`src/rtl/esm_pkg.sv`:
```
// Shared types and default sizes for the ESM instruction issuer.
package esm_pkg;
  localparam int INSTR_W    = 16;
  localparam int PROG_DEPTH = 16;

  typedef enum logic [1:0] {
    IDLE  = 2'd0,
    ISSUE = 2'd1,
    DONE  = 2'd2
  } state_e;
endpackage

```
`src/rtl/esm_prog_mem.sv`:
```
// Program memory: synchronous write, combinational read, never reset.
module esm_prog_mem #(
  parameter int W     = 16,
  parameter int DEPTH = 16,
  localparam int AW   = $clog2(DEPTH)
) (
  input  logic          clk_i,
  input  logic          we_i,
  input  logic [AW-1:0] waddr_i,
  input  logic [W-1:0]  wdata_i,
  input  logic [AW-1:0] raddr_i,
  output logic [W-1:0]  rdata_o
);
  logic [W-1:0] mem_q [DEPTH];

  always_ff @(posedge clk_i) begin
    if (we_i) mem_q[waddr_i] <= wdata_i;
  end

  assign rdata_o = mem_q[raddr_i];
endmodule

```
`src/rtl/esm_issuer.sv`:
```
// Issues a loaded program one instruction per accepted transfer, optionally looping.
// Handshake: a transfer happens on a rising edge where instr_valid && instr_ready;
// while instr_valid is high and instr_ready low, Instr_out and instr_valid hold.
module esm_issuer import esm_pkg::*; #(
  parameter int Instruction_word_size = INSTR_W,
  parameter int DEPTH                 = PROG_DEPTH,
  localparam int AW                   = $clog2(DEPTH)
) (
  input  logic                             clk,
  input  logic                             rst,
  input  logic                             load_en,
  input  logic [AW-1:0]                    load_addr,
  input  logic [Instruction_word_size-1:0] load_data,
  input  logic                             start,
  input  logic [AW:0]                      length,
  input  logic                             loop,
  input  logic                             abort,
  output logic [Instruction_word_size-1:0] Instr_out,
  output logic                             instr_valid,
  input  logic                             instr_ready,
  output logic                             busy,
  output logic                             done,
  output logic [15:0]                      issued_cnt,
  output logic [1:0]                       dbg_state
);
  localparam logic [AW:0] DepthL = (AW+1)'(DEPTH);

  state_e                           state_q, state_d;
  logic [AW-1:0]                    pc_q, pc_d;
  logic [AW:0]                      len_q, len_d;
  logic                             loop_q, loop_d;
  logic [Instruction_word_size-1:0] instr_q, instr_d;
  logic                             valid_q, valid_d;
  logic                             done_q, done_d;
  logic [15:0]                      cnt_q, cnt_d;

  logic                             xfer, last, mem_we;
  logic [AW:0]                      len_cap;
  logic [AW-1:0]                    rd_addr;
  logic [Instruction_word_size-1:0] rd_data;

  assign xfer    = valid_q && instr_ready;
  assign last    = ({1'b0, pc_q} == (len_q - 1'b1));
  assign mem_we  = load_en && (state_q != ISSUE);
  assign len_cap = (length > DepthL) ? DepthL : length;
  // Look-ahead address: the word presented after the current transfer.
  assign rd_addr = (state_q == ISSUE && !last) ? pc_q + 1'b1 : '0;

  esm_prog_mem #(.W(Instruction_word_size), .DEPTH(DEPTH)) u_mem (
    .clk_i   (clk),
    .we_i    (mem_we),
    .waddr_i (load_addr),
    .wdata_i (load_data),
    .raddr_i (rd_addr),
    .rdata_o (rd_data)
  );

  always_comb begin
    state_d = state_q;
    pc_d    = pc_q;
    len_d   = len_q;
    loop_d  = loop_q;
    instr_d = instr_q;
    valid_d = valid_q;
    done_d  = 1'b0;
    cnt_d   = cnt_q;
    if (xfer && cnt_q != 16'hFFFF) cnt_d = cnt_q + 16'd1;
    case (state_q)
      IDLE, DONE: begin
        if (start) begin
          cnt_d = '0;
          pc_d  = '0;
          if (length == '0) begin
            state_d = DONE;
            done_d  = 1'b1;
          end else begin
            len_d   = len_cap;
            loop_d  = loop;
            state_d = ISSUE;
            valid_d = 1'b1;
            instr_d = rd_data;
          end
        end
      end
      ISSUE: begin
        if (abort) begin
          state_d = IDLE;
          valid_d = 1'b0;
        end else if (xfer) begin
          if (!last) begin
            pc_d    = pc_q + 1'b1;
            instr_d = rd_data;
          end else if (loop_q) begin
            pc_d    = '0;
            instr_d = rd_data;
          end else begin
            valid_d = 1'b0;
            done_d  = 1'b1;
            state_d = DONE;
          end
        end
      end
      default: state_d = IDLE;
    endcase
  end

  always_ff @(posedge clk or negedge rst) begin
    if (!rst) begin
      state_q <= IDLE;
      pc_q    <= '0;
      len_q   <= '0;
      loop_q  <= 1'b0;
      instr_q <= '0;
      valid_q <= 1'b0;
      done_q  <= 1'b0;
      cnt_q   <= '0;
    end else begin
      state_q <= state_d;
      pc_q    <= pc_d;
      len_q   <= len_d;
      loop_q  <= loop_d;
      instr_q <= instr_d;
      valid_q <= valid_d;
      done_q  <= done_d;
      cnt_q   <= cnt_d;
    end
  end

  assign Instr_out   = instr_q;
  assign instr_valid = valid_q;
  assign busy        = (state_q == ISSUE);
  assign done        = done_q;
  assign issued_cnt  = cnt_q;
  assign dbg_state   = state_q;
endmodule

```
`config.mk`:
```
export PLATFORM = sky130hd
export DESIGN_NAME = esm_issuer
export DESIGN_NICKNAME = d
export VERILOG_FILES = /design/src/rtl/esm_pkg.sv /design/src/rtl/esm_prog_mem.sv /design/src/rtl/esm_issuer.sv
export SDC_FILE = /design/constraint.sdc
export NUM_CORES = 1
export LEC_CHECK = 0
export BUFFER_PORTS_ARGS = -buffer_cell sky130_fd_sc_hd__buf_2
export CORE_ASPECT_RATIO = 0.9
export CORE_MARGIN = 5
export CORE_UTILIZATION = 30
export DETAILED_ROUTE_END_ITERATION = 8
export SETUP_SLACK_MARGIN = 0.02
export SYNTH_ARGS = -nofsm -noshare
export SYNTH_HDL_FRONTEND = slang
export SYNTH_SLANG_ARGS = --single-unit
```
`constraint.sdc`:
```
create_clock -name clk -period 3.8 [get_ports clk]
set_input_delay 1.14 -clock clk [delete_from_list [all_inputs] [get_ports clk]]
set_output_delay 1.14 -clock clk [all_outputs]
set_load 0.005 [all_outputs]
```
# Word-level counts from Yosys, hierarchy flattened
# Memory sizes are Yosys's and may differ from the RTL's.
# Cells that the tools add are included.
# classes
eq_ne,13
bitwise,1
addsub,3
n_reduce_logical,14
magnitude_cmp,1
n_mux,41
# op_table
operator,n
16-bit 2-to-1 mux,9
16-bit case mux with 2 select lines,1
4-bit 2-to-1 mux,6
16-bit by 1-bit adder with 16-bit output (second input constant),1
16-bit != test (second input constant),1
1-bit 2-to-1 mux,14
2-bit 2-to-1 mux,6
6-bit AND reduction,2
4-bit case mux with 2 select lines,1
2-bit != test (second input constant),3
3-bit by 2-bit != test with 1-bit output (second input constant),2
3-bit != test (second input constant),2
4-bit by 5-bit equality test with 1-bit output,1
5-bit > comparator (second input constant),1
5-bit logical NOT,1
5-bit 2-to-1 mux,1
5-bit AND reduction,1
5-bit by 1-bit subtractor with 5-bit output (second input constant),1
4-bit by 1-bit adder with 4-bit output (second input constant),1
1-bit logical AND,4
2-bit by 1-bit != test with 1-bit output (second input constant),2
1-bit case mux with 2 select lines,2
2-bit case mux with 2 select lines,1
4-bit AND reduction,1
8 further kinds,8
# totals
reg_bits,46
output_inout_bits,37
word_cells,82
mem_count,1
mem_bits_rw,256
# memory_table
name,depth,width,read_ports,rd_ports_with_merged_regs,write_ports,line_no,source
u_mem.mem_q,16,16,1,0,1,esm_prog_mem.sv:14,logic [W-1:0] mem_q [DEPTH];

# Logic depth before layout (Yosys ltp)
# Gate-level depths: netlist of the first run.
# An unclocked memory read counts as a cell.
# depth
word_depth,11
ltp_mapped,11
depth_no_buf,9

# By module
# From an unflattened synthesis of the first run, not the netlist that was laid out.
# hier_totals
hier_cells,634
area_unflattened_um2,12076.6
# modules_own_cells
module,instances,area_per_inst_um2,seq_area_each_um2,cells_each
esm_prog_mem,1,9721.8,7687.4,416
esm_issuer,1,2354.8,1151.1,218

# Worst setup path after synthesis of the first run
# OpenSTA, ideal clock, no wires.
# synth_timing
path_type,input to register
from,input load_addr[1]
to,memory u_mem.mem_q[0][0] (enable)
stages,2
setup_slack_ns,0.380
arrival_ns,3.011
required_time_ns,3.391
setup_time_ns,0.409
cell_sequence,or4b_2 nor3_1
# synth_rtl
element,line_no,source
start: declaration,esm_issuer.sv:12,"input logic [AW-1:0] load_addr,"
end: declaration,esm_prog_mem.sv:14,
# Straight into the memory's write port.

# Worst setup path after layout of the first run
# layout_timing
from,register len_q[0]
to,"register instr_q[1], in the netlist Instr_out[1]"
# layout_via
elab_chain_len,11
# layout_lines
element,line_no,source
start: declaration,esm_issuer.sv:30,"logic [AW:0] len_q, len_d;"
start signal: assignment,esm_issuer.sv:120,len_q <= len_d;
5-bit by 1-bit subtractor with 5-bit output *,esm_issuer.sv:43,"assign last = ({1'b0, pc_q} == (len_q - 1'b1));"
4-bit by 5-bit equality test with 1-bit output *,esm_issuer.sv:43,
1-bit logical NOT,--,
1-bit logical AND,esm_issuer.sv:47,assign rd_addr = (state_q == ISSUE && !last) ? pc_q + 1'b1 : '0;
4-bit 2-to-1 mux,esm_issuer.sv:47,
memory read 16 x 16 bit,--,
16-bit 2-to-1 mux,esm_issuer.sv:93,end else if (loop_q) begin
16-bit 2-to-1 mux,esm_issuer.sv:90,if (!last) begin
16-bit 2-to-1 mux,esm_issuer.sv:89,end else if (xfer) begin
16-bit 2-to-1 mux,esm_issuer.sv:86,if (abort) begin
16-bit case mux with 2 select lines,esm_issuer.sv:68,case (state_q)
end signal: assignment,esm_issuer.sv:122,instr_q <= instr_d;
end: declaration,esm_issuer.sv:32,"logic [Instruction_word_size-1:0] instr_q, instr_d;"
# Every way passes the cells marked *; elsewhere a longest branch is shown, timed or not. The select of a mux whose other input is x is not followed.
# A chain may end at the register's enable or synchronous reset.

==> results of run 1 <==
[worst min-delay path by stage]
stage	from	endpoint	slack (ns)	cells past startpoint
2_1_floorplan	Instr_out[10]$_DFFE_PN0P_	Instr_out[10]$_DFFE_PN0P_	0.47	2
5_1_grt	Instr_out[4]$_DFFE_PN0P_	Instr_out[4]$_DFFE_PN0P_	0.52	2
3_5_place_dp	Instr_out[4]$_DFFE_PN0P_	Instr_out[4]$_DFFE_PN0P_	0.47	2
6_report	Instr_out[4]$_DFFE_PN0P_	Instr_out[4]$_DFFE_PN0P_	0.48	2
3_3_place_gp	Instr_out[4]$_DFFE_PN0P_	Instr_out[4]$_DFFE_PN0P_	0.47	2
4_1_cts	Instr_out[4]$_DFFE_PN0P_	Instr_out[4]$_DFFE_PN0P_	0.48	2
[per-layer routing]
| layer | wire, um | up-vias | share of wire [%] | track usage (%) |
|---|---|---|---|---|
| met5 | 7 | - | 0.022 | 0 |
| met3 | 2090 | 44 | 6.5 | 2.49 |
| li1 | - | 3510 | - | - |
| met4 | 534 | 2 | 1.7 | 2.53 |
| met1 | 15400 | 3946 | 48 | 20.7 |
| met2 | 14300 | 266 | 44 | 20.3 |
[cells in the final DEF, fill, tap and decap left out, drive strengths merged, types with 4 or more instances in the layout]
cell / netlist / layout
edfxtp: 256 / 256
buf: 27 / 110
nand2: 67 / 67
nor2: 52 / 52
o21ai: 51 / 51
mux2i: 47 / 47
dfrtp: 46 / 46
clkbuf: 24 / 40
inv: 20 / 20
mux4: 20 / 20
or3: 18 / 18
a31oi: 16 / 16
a221o: 15 / 15
o2bb2ai: 14 / 14
a22o: 14 / 14
a221oi: 14 / 14
clkinv: 1 / 14
o311a: 13 / 13
o32ai: 13 / 13
o31ai: 13 / 13
xnor2: 12 / 12
xor2: 10 / 10
nor3: 10 / 10
nand3: 8 / 8
a21oi: 7 / 7
nand2b: 7 / 7
nand3b: 5 / 5
nand4: 4 / 4
o22ai: 4 / 4
mux2: 4 / 4
a211oi: 4 / 4
[registers in the layout (all words and copies together), names as in the netlist]
name         count
done             1
loop_q           1
u_mem.mem_q    256
instr_valid      1
len_q            5
issued_cnt      16
dbg_state        2
Instr_out       16
pc_q             4
[metrics by stage]
step | power, mW | cells | utilization (%) | area (sq um) | hold slack (ns)
CTS | 9.53 | 1507 | 35.3 | 14800 | 0.483
detailed placement | 6.67 | 1451 | 33.1 | 13900 | 0.469
global route | 9.89 | 1507 | 35.3 | 14800 | 0.523
floorplan | 5.74 | 845 | - | 12700 | 0.473
finish | 9.45 | 1507 | 35.3 | 14800 | 0.480
global placement | 6.66 | 1451 | 33.1 | 13900 | 0.467
[final cells by class]
class	count	area [sq um]	area share, %
sequential	302	8840	59.8
multi-input combinational	471	3580	24.2
clock buffer	40	798	5.40
tap	547	684	4.63
timing repair buffer	110	668	4.52
clock inverter	16	136	0.922
inverter	21	78.8	0.533
[synth_stat cells (all sizes together), types with 8 or more instances]
library cell and n:
a22o 14, nand3 8, xor2 10, o311a 13, o31ai 13, xnor2 12
nor2 52, clkbuf 24, inv 20, mux4 20, o21ai 51, edfxtp 256
a221oi 14, a31oi 16, buf 27, dfrtp 46, a221o 15, or3 18
o2bb2ai 14, mux2i 47, o32ai 13, nor3 10, nand2 67
[power breakdown]
group          internal (mW)  switching [mW]  total, mW  leakage (nW)
Combinational           1.06            1.60       2.66          1.74
Clock                   1.61            1.23       2.84         0.456
Sequential              3.76           0.193       3.95          2.91
[critical path, stage by stage, from the launching register on]
cell and delay (ns):
sky130_fd_sc_hd__dfrtp_1 0.41, sky130_fd_sc_hd__inv_1 0.06, sky130_fd_sc_hd__ha_1 0.24, sky130_fd_sc_hd__and4bb_1 0.22
sky130_fd_sc_hd__a22oi_2 0.22, sky130_fd_sc_hd__a211oi_4 0.12, sky130_fd_sc_hd__nor2_2 0.73, sky130_fd_sc_hd__nand2_1 0.49
sky130_fd_sc_hd__a221oi_1 0.54, sky130_fd_sc_hd__buf_4 0.19, sky130_fd_sc_hd__o31ai_1 0.06
[cell families (layout without fill, tap and decap cells)]
kind of cell	Yosys count	count (layout)	share of synthesized area, %
compound gates	186	186	11.1
fa+ha+maj	3	3	0.296
buf+inv	72	187	2.50
simple gates	189	189	7.30
flops	302	302	69.7
mux	71	71	7.62
xor+xnor	22	22	1.52
==> results.txt, run 1 <==
----------------------------------------------------
[Yosys]
  Post-synthesis instance area ... between 0.01 and 0.015 sq mm
  Synth Instances ... 845
  Share of Yosys cell area claimed by the top area cell type ... 60.6%
  Average footprint of a synthesized cell ... 15.0 sq um
  Post-synthesis register bit count ... roughly 300
  Synthesis Warnings ... 0
  Share of the yosys chip area belonging to registers ... roughly 70%
  Post-synth top area cell ... sky130_fd_sc_hd__edfxtp_1
  Synth Net Count ... 880
  Cell types occupying the most area after synthesis ... sky130_fd_sc_hd__edfxtp_1, sky130_fd_sc_hd__dfrtp_1, sky130_fd_sc_hd__mux2i_1
  Number of synthesized flops with an enable pin ... ~260
  Share of async-settable or async-resettable flops after synthesis ... 15.2%
  Count of cell types in the netlist ... 59
  Dominant synthesized flop cell ... sky130_fd_sc_hd__edfxtp_1

[Routing]
  Average routed wire per standard cell ... roughly 21 um
  Number of iterations in the first detailed-routing pass ... 5
  Routed wire length ... 32300 um
  Remaining design rule violation count ... 0
  Violation count after the first detailed-route iteration ... approximately 750
  Total number of vias ... between 7000 and 8000
  Final ANT Viol Nets ... 0
  Via-to-Cell Ratio ... 5.15

[Critical path]
  Critical Path Source Type ... flip-flop
  FF-to-FF setup slack ... about 0.37 ns
  Worst Path Max Fanout ... 16
  Worst R2R Path Depth ... 10
  Worst flop-to-flop path endpoint ... Instr_out[1]$_DFFE_PN0P_
  Category of the critical setup timing path ... flip-flop to flip-flop
  Category of the worst setup path capture point ... flip-flop
  Launch point of the critical path ... len_q[0]$_DFFE_PN0P_
  Crit path to ... Instr_out[1]$_DFFE_PN0P_
  Required time at the worst-slack endpoint ... between 4 and 5 ns
  FF-to-FF Start ... len_q[0]$_DFFE_PN0P_
  Worst Path Arrival ... between 3 and 4 ns

[Power and ir drop]
  Max rail drop VDD ... 0.397 mV
  Pwr/cell area ... 639 mW/mm^2
  Pleak ... about 5 nW

[Flow run]
  Maxcap violations ... 0

[Timing]
  Accumulated negative setup slack ... 0 ns
  Final hold violations ... 0
  Measured slew at the worst slew-check pin ... ~0.94 ns
  Fin crit share ... roughly 90%
  Final min period ... ~3.4 ns
  Maximum operating frequency ... slightly below 0.3 GHz
  Slack of the critical path ... roughly 0.37 ns
  Number of slew-limit violations in the final report ... 0
  Max Clock Skew ... around 0.011 ns
  Unrepaired setup endpoints after global routing ... false
  Worst slew slack as a fraction of its limit ... between 30% and 40%
  Number of endpoints failing setup at the final stage ... 0

[CTS]
  Setup fix buffers added after clock tree synthesis ... 0
  Clock tree from TritonCTS ... done
  Number of buffers added by the clock tree synthesis step ... 30
  Hold_buf cts ... 0
  Total of cells resized after clock tree synthesis ... 0
  Count of H-tree levels built during CTS ... 1
  Post-CTS clock slew at the launch and capture registers of the worst setup and hold paths ... ~0.06 ns
  Clk buf depth ... 3
  Clock latency on the worst-skew pair ... between 0.5 and 0.6 ns
  Clock sink total ... approximately 300
  Root buffer cell ... sky130_fd_sc_hd__clkbuf_16

[Placed design]
  Worst setup timing slack at the placement stage ... ~0.45 ns
  Number of port buffers ... approximately 70
  GPL Wtd Cong ... approximately 0.84
  Detail Placement HPWL ... between 20000 and 25000 um

[Final layout]
  Count of antenna diodes in the layout ... 0
  Final net count ... 971
  Share of post-route cells with drive strength above 1 ... 20.5%
  Filler Cell Count ... about 4000
  Area added between synthesis and finish ... 16.6%

[Run status]
  Status ... finished clean

[Floorplanning]
  Std cell rows ... around 70
  Horiz. Die Dim ... approximately 230 um
  Initial core utilization ... 30.3%
  Chip Height ... slightly above 200 um
  Core Footprint ... roughly 0.042 sq mm
  Floorplan die area ... about 0.046 sq mm
  I/O pin cnt ... 69

[Global routing]
  Vias in the first global route ... about 7400
  Maximum number of pins on one net before global-route repair ... between 70 and 80
  First-pass GRT wire length ... about 48000 um
  Antenna violations before repair ... 1
  Overall overflow remaining after global route ... 0
  All-Layer GR Usage ... between 10 and 15%

[Worst hold path]
  Hold Crit Class ... flip-flop to flip-flop

----------------------------------------------------
(Power assumes the default switching activity.)
==> run 2, diff against run 1 <==
==> constraint.sdc (replaced) <==
create_clock -name clk -period 3.8 [get_ports clk]
set_input_delay 0 -clock clk [delete_from_list [all_inputs] [get_ports clk]]
set_output_delay 0 -clock clk [all_outputs]
set_load 0.005 [all_outputs]
==> run 2 against run 1 <==
Critical path depth decreased by 1. Total power grew 3.0%. Sequential cell count unchanged. Utilization is 1.1 points higher. Setup slack better by 0.45 ns. Clock power increased by 9.9%. Critical endpoint is now Instr_out[0]$_DFFE_PN0P_. Highest routed layer is now met4.
==> results.txt, run 2 (synthesis results as in run 1) <==
----------------------------------------------------
[Run status]
  Status ... finished clean

[Critical path]
  Critical Path Source Type ... flip-flop
  Required time at the worst-slack endpoint ... around 4.2 ns
  Buffer and inverter count on the worst path ... 1
  CP dominant cell by count ... sky130_fd_sc_hd__o21ai_0
  Cell-by-cell trace of the critical path ... ha_2, buf_4, mux2i_1, nor2_1, a31oi_1, o21ai_0, a2111oi_0, a31o_2, o21ai_0
  FF-to-FF Start ... pc_q[0]$_DFFE_PN0P_
  Category of the critical setup timing path ... flip-flop to flip-flop
  Worst Path Max Fanout ... 12
  Highest cell delay on the worst timing path ... 0.61 ns
  Worst flop-to-flop path endpoint ... Instr_out[0]$_DFFE_PN0P_
  FF-to-FF setup slack ... approximately 0.83 ns
  Crit path max-delay family ... compound AO/OA/AOI/OAI gates
  Worst Path Arrival ... around 3.4 ns
  Category of the worst setup path capture point ... flip-flop
  Critical Path Slowest Stage Cell ... sky130_fd_sc_hd__a2111oi_0
  Worst R2R Path Depth ... 9

[Timing]
  Worst slew slack as a fraction of its limit ... between 40% and 50%
  Accumulated negative setup slack ... 0 ns
  Max Clock Skew ... 0.0162 ns
  Unrepaired setup endpoints after global routing ... false
  Final min period ... 2.97 ns
  Maximum operating frequency ... 0.337 GHz
  Number of slew-limit violations in the final report ... 0
  Final hold violations ... 0
  Measured slew at the worst slew-check pin ... around 0.80 ns
  Fin crit share ... between 70 and 80%
  Number of endpoints failing setup at the final stage ... 0

[Power and ir drop]
  Power after layout ... roughly 9.7 mW
  Switching part of the total power ... a little under a third
  Sequential Power Share ... about two fifths
  Combinational group share of total power ... between 20% and 30%
  Pwr/cell area ... roughly 640 mW/mm^2
  Max rail drop VDD ... 0.401 mV
  Switch Pwr ... roughly 3.0 mW
  Power Internal ... about 6.7 mW
  Pleak ... 5.32 nW
  Proportion of power drawn by the clock network ... between 30% and 40%

[Placed design]
  GPL Wtd Cong ... approximately 0.8
  Number of port buffers ... just under 70
  Detail Placement HPWL ... around 20000 um

[Final layout]
  Sequential standard cell area ... 0.00884 sq mm
  Share of post-route cells with drive strength above 1 ... 20.4%
  Filler Cell Count ... around 4000
  Largest register by flop count ... u_mem.mem_q
  Final net count ... between 1000 and 1500
  Commonest non-fill, non-tap cell in the layout ... sky130_fd_sc_hd__edfxtp_1
  Area of the multi-input gates ... approximately 0.0036 sq mm
  Area added between synthesis and finish ... 20.4%
  Commonest non-fill, non-tap cells in the layout ... sky130_fd_sc_hd__edfxtp_1, sky130_fd_sc_hd__buf_2, sky130_fd_sc_hd__nand2_1
  Count of antenna diodes in the layout ... 0
  Flip-flop count of the largest register after layout ... about 260

[CTS]
  Clock tree from TritonCTS ... done
  Post-CTS clock slew at the launch and capture registers of the worst setup and hold paths ... about 0.060 ns
  Clk buf depth ... 3
  Root buffer cell ... sky130_fd_sc_hd__clkbuf_16
  Clock sink total ... 302
  Number of buffers added by the clock tree synthesis step ... 31
  Count of H-tree levels built during CTS ... 1
  Clock latency on the worst-skew pair ... just under 0.6 ns

[Flow run]
  Maxcap violations ... 0

[Global routing]
  Maximum number of pins on one net before global-route repair ... about 100
  First-pass GRT wire length ... 48200 um
  All-Layer GR Usage ... approximately an eighth
  Antenna violations before repair ... 0
  Overall overflow remaining after global route ... 0
  Vias in the first global route ... roughly 8000

[Routing]
  Number of iterations in the first detailed-routing pass ... 5
  Violation count after the first detailed-route iteration ... roughly 790
  Via-to-Cell Ratio ... approximately 5.1
  Average routed wire per standard cell ... a little over 20 um
  Remaining design rule violation count ... 0
  Total number of vias ... just under 8000
  Routed wire length ... 31400 um
  Final ANT Viol Nets ... 0

[Floorplanning]
  I/O pin cnt ... between 60 and 70
  Floorplan die area ... about 0.046 sq mm
  Initial core utilization ... a little under a third
  Std cell rows ... 71
  Core Footprint ... approximately 0.042 sq mm
  Horiz. Die Dim ... between 200 and 250 um
  Chip Height ... 205 um

[Worst hold path]
  Hold path depth ... 3
  Hold Crit Class ... input pin to flip-flop
  Hold worst-path end ... u_mem.mem_q[10][5]$_DFFE_PP_
  HP Start ... load_en

----------------------------------------------------
[run 2: tightest hold or removal path, stage by stage]
cell                       delay [ns]
sky130_fd_sc_hd__buf_2           0.12
sky130_fd_sc_hd__nand4b_1        0.20
sky130_fd_sc_hd__nor2_1          0.12
[run 2: stage by stage]
stage                     area [sq um]  hold slack, ns  worst slack [ns]  util, %  cells
after floorplan                  12700          -0.296             0.707        -    845
after global placement           13800           0.120             0.817     33.1   1449
after detailed placement         13800           0.134             0.866     33.1   1449
after CTS                        15300         0.00584             0.851     36.5   1544
after global routing             15300          0.0582             0.635     36.5   1544
final                            15300          0.0418             0.829     36.5   1544
[run 2: layout make-up]
type	instances	area share, %
Clock buffer	37	5.23
Clock inverter	20	1.62
Inverter	21	0.516
Multi-Input combinational cell	471	23.5
Sequential cell	302	57.9
Tap cell	547	4.48
Timing Repair Buffer	146	6.77
[run 2: timing repair]
action                    4_1_cts  5_1_grt
hold buffers                   38        0
resized for setup               0        0
hold endpoints to repair      303        0
setup buffers                   0        0
[run 2: worst max path at each step]
stage,from,end,cells past startpoint
6_report,pc_q[0]$_DFFE_PN0P_,Instr_out[0]$_DFFE_PN0P_,9
5_1_grt,len_q[0]$_DFFE_PN0P_,Instr_out[10]$_DFFE_PN0P_,11
4_1_cts,pc_q[0]$_DFFE_PN0P_,Instr_out[0]$_DFFE_PN0P_,9
3_5_place_dp,pc_q[0]$_DFFE_PN0P_,Instr_out[0]$_DFFE_PN0P_,9
3_3_place_gp,pc_q[0]$_DFFE_PN0P_,Instr_out[0]$_DFFE_PN0P_,9
2_1_floorplan,dbg_state[0]$_DFFE_PN0P_,u_mem.mem_q[0][0]$_DFFE_PP_,5
[run 2: power by group through the flow]
| stage | Sequential, mW | Combinational (mW) | Clock (mW) |
|---|---|---|---|
| 5_1_grt | 3.92 | 2.95 | 3.31 |
| 3_3_place_gp | 3.97 | 2.66 | 0 |
| 4_1_cts | 3.90 | 2.72 | 3.19 |
| 2_1_floorplan | 3.92 | 1.82 | 0 |
| 6_report | 3.90 | 2.71 | 3.12 |
| 3_5_place_dp | 3.97 | 2.67 | 0 |
[run 2: per-layer routing]
metal / track usage [%] / wire length (um) / up-vias
met4: 3.16 / 571 / 0
met5: 0 / 0 / -
met1: 20.2 / 14900 / 4027
li1: - / - / 3584
met2: 20.1 / 14100 / 268
met3: 1.81 / 1920 / 35
==> run 3, diff against run 2 <==
==> constraint.sdc (replaced) <==
create_clock -name clk -period 3 [get_ports clk]
set_input_delay 0 -clock clk [delete_from_list [all_inputs] [get_ports clk]]
set_output_delay 0 -clock clk [all_outputs]
set_load 0.005 [all_outputs]
==> run 3 against run 2 <==
Register-to-register slack got worse by 0.67 ns. Fmax is 4.4% higher. Cell area rose by 1.4%. Utilization grew 0.51 points. Global-route usage rose by 0.053 points. Clock power rose by 24%.
==> results.txt, run 3 (synthesis results as in run 1) <==
----------------------------------------------------
[Timing]
  Slack of the critical path ... 0.154 ns
  Measured slew at the worst slew-check pin ... 0.639 ns
  Final hold violations ... 0
  Unrepaired setup endpoints after global routing ... true
  Final min period ... between 2 and 3 ns
  Number of slew-limit violations in the final report ... 0
  Max Clock Skew ... around 0.0094 ns
  Fin crit share ... 94.9%
  Number of endpoints failing setup at the final stage ... 0
  Worst slew slack as a fraction of its limit ... 57.2%
  Accumulated negative setup slack ... 0 ns
  Maximum operating frequency ... 0.351 GHz

[Final layout]
  Final net count ... around 1000
  Share of post-route cells with drive strength above 1 ... 22.0%
  Flip-flop count of the largest register after layout ... about 260
  Count of antenna diodes in the layout ... 0
  Finished layout cell area ... 0.0155 sq mm
  Commonest non-fill, non-tap cells in the layout ... sky130_fd_sc_hd__edfxtp_1, sky130_fd_sc_hd__buf_2, sky130_fd_sc_hd__nand2_1
  Largest register by flop count ... u_mem.mem_q
  Commonest non-fill, non-tap cell in the layout ... sky130_fd_sc_hd__edfxtp_1
  Filler Cell Count ... between 3000 and 4000
  Share of the core filled with cells in the final layout ... between 30% and 40%
  Area added between synthesis and finish ... 22.0%

[Routing]
  Remaining design rule violation count ... 0
  Number of iterations in the first detailed-routing pass ... 4
  Violation count after the first detailed-route iteration ... 700
  Total number of vias ... around 8000
  Final ANT Viol Nets ... 0
  Average routed wire per standard cell ... between 20 and 25 um
  Routed wire length ... about 32000 um
  Via-to-Cell Ratio ... between 5 and 6

[Global routing]
  All-Layer GR Usage ... a little over an eighth
  Vias in the first global route ... a little under 8000
  Maximum number of pins on one net before global-route repair ... slightly above 100
  First-pass GRT wire length ... just under 50000 um
  Antenna violations before repair ... 1
  Overall overflow remaining after global route ... 0

[CTS]
  Clock tree from TritonCTS ... done
  Number of buffers added by the clock tree synthesis step ... 31
  Clk buf depth ... 3
  Clock latency on the worst-skew pair ... roughly 0.58 ns
  Clock sink total ... 302
  Count of H-tree levels built during CTS ... 1
  Root buffer cell ... sky130_fd_sc_hd__clkbuf_16
  Post-CTS clock slew at the launch and capture registers of the worst setup and hold paths ... around 0.060 ns

[Critical path]
  Worst R2R Path Depth ... 12
  Category of the critical setup timing path ... flip-flop to flip-flop
  Category of the worst setup path capture point ... flip-flop
  Worst Path Max Fanout ... 11
  Required time at the worst-slack endpoint ... between 3 and 4 ns
  Worst Path Arrival ... about 3.3 ns
  Critical Path Source Type ... flip-flop

[Power and ir drop]
  Pleak ... 5.41 nW
  Proportion of power drawn by the clock network ... between 30% and 40%
  Sequential Power Share ... about two fifths
  Combinational group share of total power ... 28.8%
  Switch Pwr ... slightly below 4 mW
  Power after layout ... 12.4 mW
  Pwr/cell area ... approximately 800 mW/mm^2
  Max rail drop VDD ... ~0.46 mV
  Power Internal ... between 8 and 9 mW
  Switching part of the total power ... a little under a third

[Run status]
  Status ... finished clean

[Placed design]
  Cell area after placement ... around 0.014 sq mm
  Worst setup timing slack at the placement stage ... about 0.11 ns
  GPL Wtd Cong ... 0.809
  Detail Placement HPWL ... 20400 um
  Number of port buffers ... between 60 and 70

[Worst hold path]
  Hold Crit Class ... input pin to flip-flop
  Hold path depth ... 3

[Flow run]
  Maxcap violations ... 0

[Floorplanning]
  Initial core utilization ... just over 30%
  Std cell rows ... 71
  Chip Height ... between 200 and 250 um
  I/O pin cnt ... 69
  Floorplan die area ... 0.0465 sq mm
  Core Footprint ... 0.0418 sq mm
  Horiz. Die Dim ... between 200 and 250 um

----------------------------------------------------
-- run 3: cell count changes in the layout (fill, tap and decap cells not counted), sizes merged --
cell         before  now
buf             108  122
bufinv            5    3
clkbuf           37   42
clkinv           14   10
clkinvlp          1    2
dlygate4sd3      38   39
inv              21   22
nand2b            7    8
-- run 3: final timing paths --
path	start	endpoint	slack [ns]
max	len_q[0]$_DFFE_PN0P_	Instr_out[14]$_DFFE_PN0P_	0.15
min	load_addr[1]	u_mem.mem_q[9][0]$_DFFE_PP_	0.06
max reg2reg	len_q[0]$_DFFE_PN0P_	Instr_out[14]$_DFFE_PN0P_	0.15
min reg2reg	Instr_out[4]$_DFFE_PN0P_	Instr_out[4]$_DFFE_PN0P_	0.53
max in group asynchronous	rst	len_q[3]$_DFFE_PN0P_	1.22
min in group asynchronous	rst	issued_cnt[1]$_DFF_PN0_	0.45
-- run 3: area by class of cell --
cell class / instances / area (sq um) / share of cell area, %
clock buffer: 42 / 847 / 5.47
multi-input combinational: 472 / 3630 / 23.5
sequential: 302 / 8840 / 57.1
timing repair buffer: 161 / 1210 / 7.85
inverter: 21 / 78.8 / 0.509
clock inverter: 16 / 178 / 1.15
tap: 547 / 684 / 4.42
-- run 3: metrics by stage --
step	hold WS, ns	cells
6_report	0.0630	1561
5_1_grt	0.0625	1561
4_1_cts	0.0343	1558
3_5_place_dp	0.0843	1461
3_3_place_gp	0.0786	1461
2_1_floorplan	-0.296	845
-- run 3: power by group through the flow --
stage | Combinational, mW | Sequential (mW) | Clock, mW
final | 3.57 | 4.95 | 3.86
after global placement | 3.46 | 5.03 | 0
after CTS | 3.54 | 4.95 | 3.94
after global routing | 3.86 | 4.97 | 4.11
after detailed placement | 3.48 | 5.04 | 0
after floorplan | 2.31 | 4.96 | 0
-- run 3: per-layer routing --
layer	vias up	GRT usage, %	wire length, um
li1	3616	-	-
met1	4096	20.2	15100
met2	260	20.0	14400
met3	42	2.45	1850
met4	2	2.79	572
met5	-	0	13
-- run 3: worst max-delay path, cell delays in order, from the launching register on --
cell                       delay, ns
sky130_fd_sc_hd__dfrtp_1        0.39
sky130_fd_sc_hd__inv_1          0.06
sky130_fd_sc_hd__ha_1           0.24
sky130_fd_sc_hd__nand3b_1       0.17
sky130_fd_sc_hd__a21o_1         0.19
sky130_fd_sc_hd__a211oi_4       0.45
sky130_fd_sc_hd__buf_4          0.20
sky130_fd_sc_hd__buf_4          0.15
sky130_fd_sc_hd__nor2_2         0.06
sky130_fd_sc_hd__buf_4          0.20
sky130_fd_sc_hd__mux2i_1        0.17
sky130_fd_sc_hd__o211ai_1       0.12
sky130_fd_sc_hd__a221o_1        0.34
-- run 3: repair_timing --
action	in CTS	in global routing
setup endpoints to repair	0	14
hold buffers	39	0
setup buffers	0	2
gates resized for setup	0	8
hold endpoints to repair	300	0
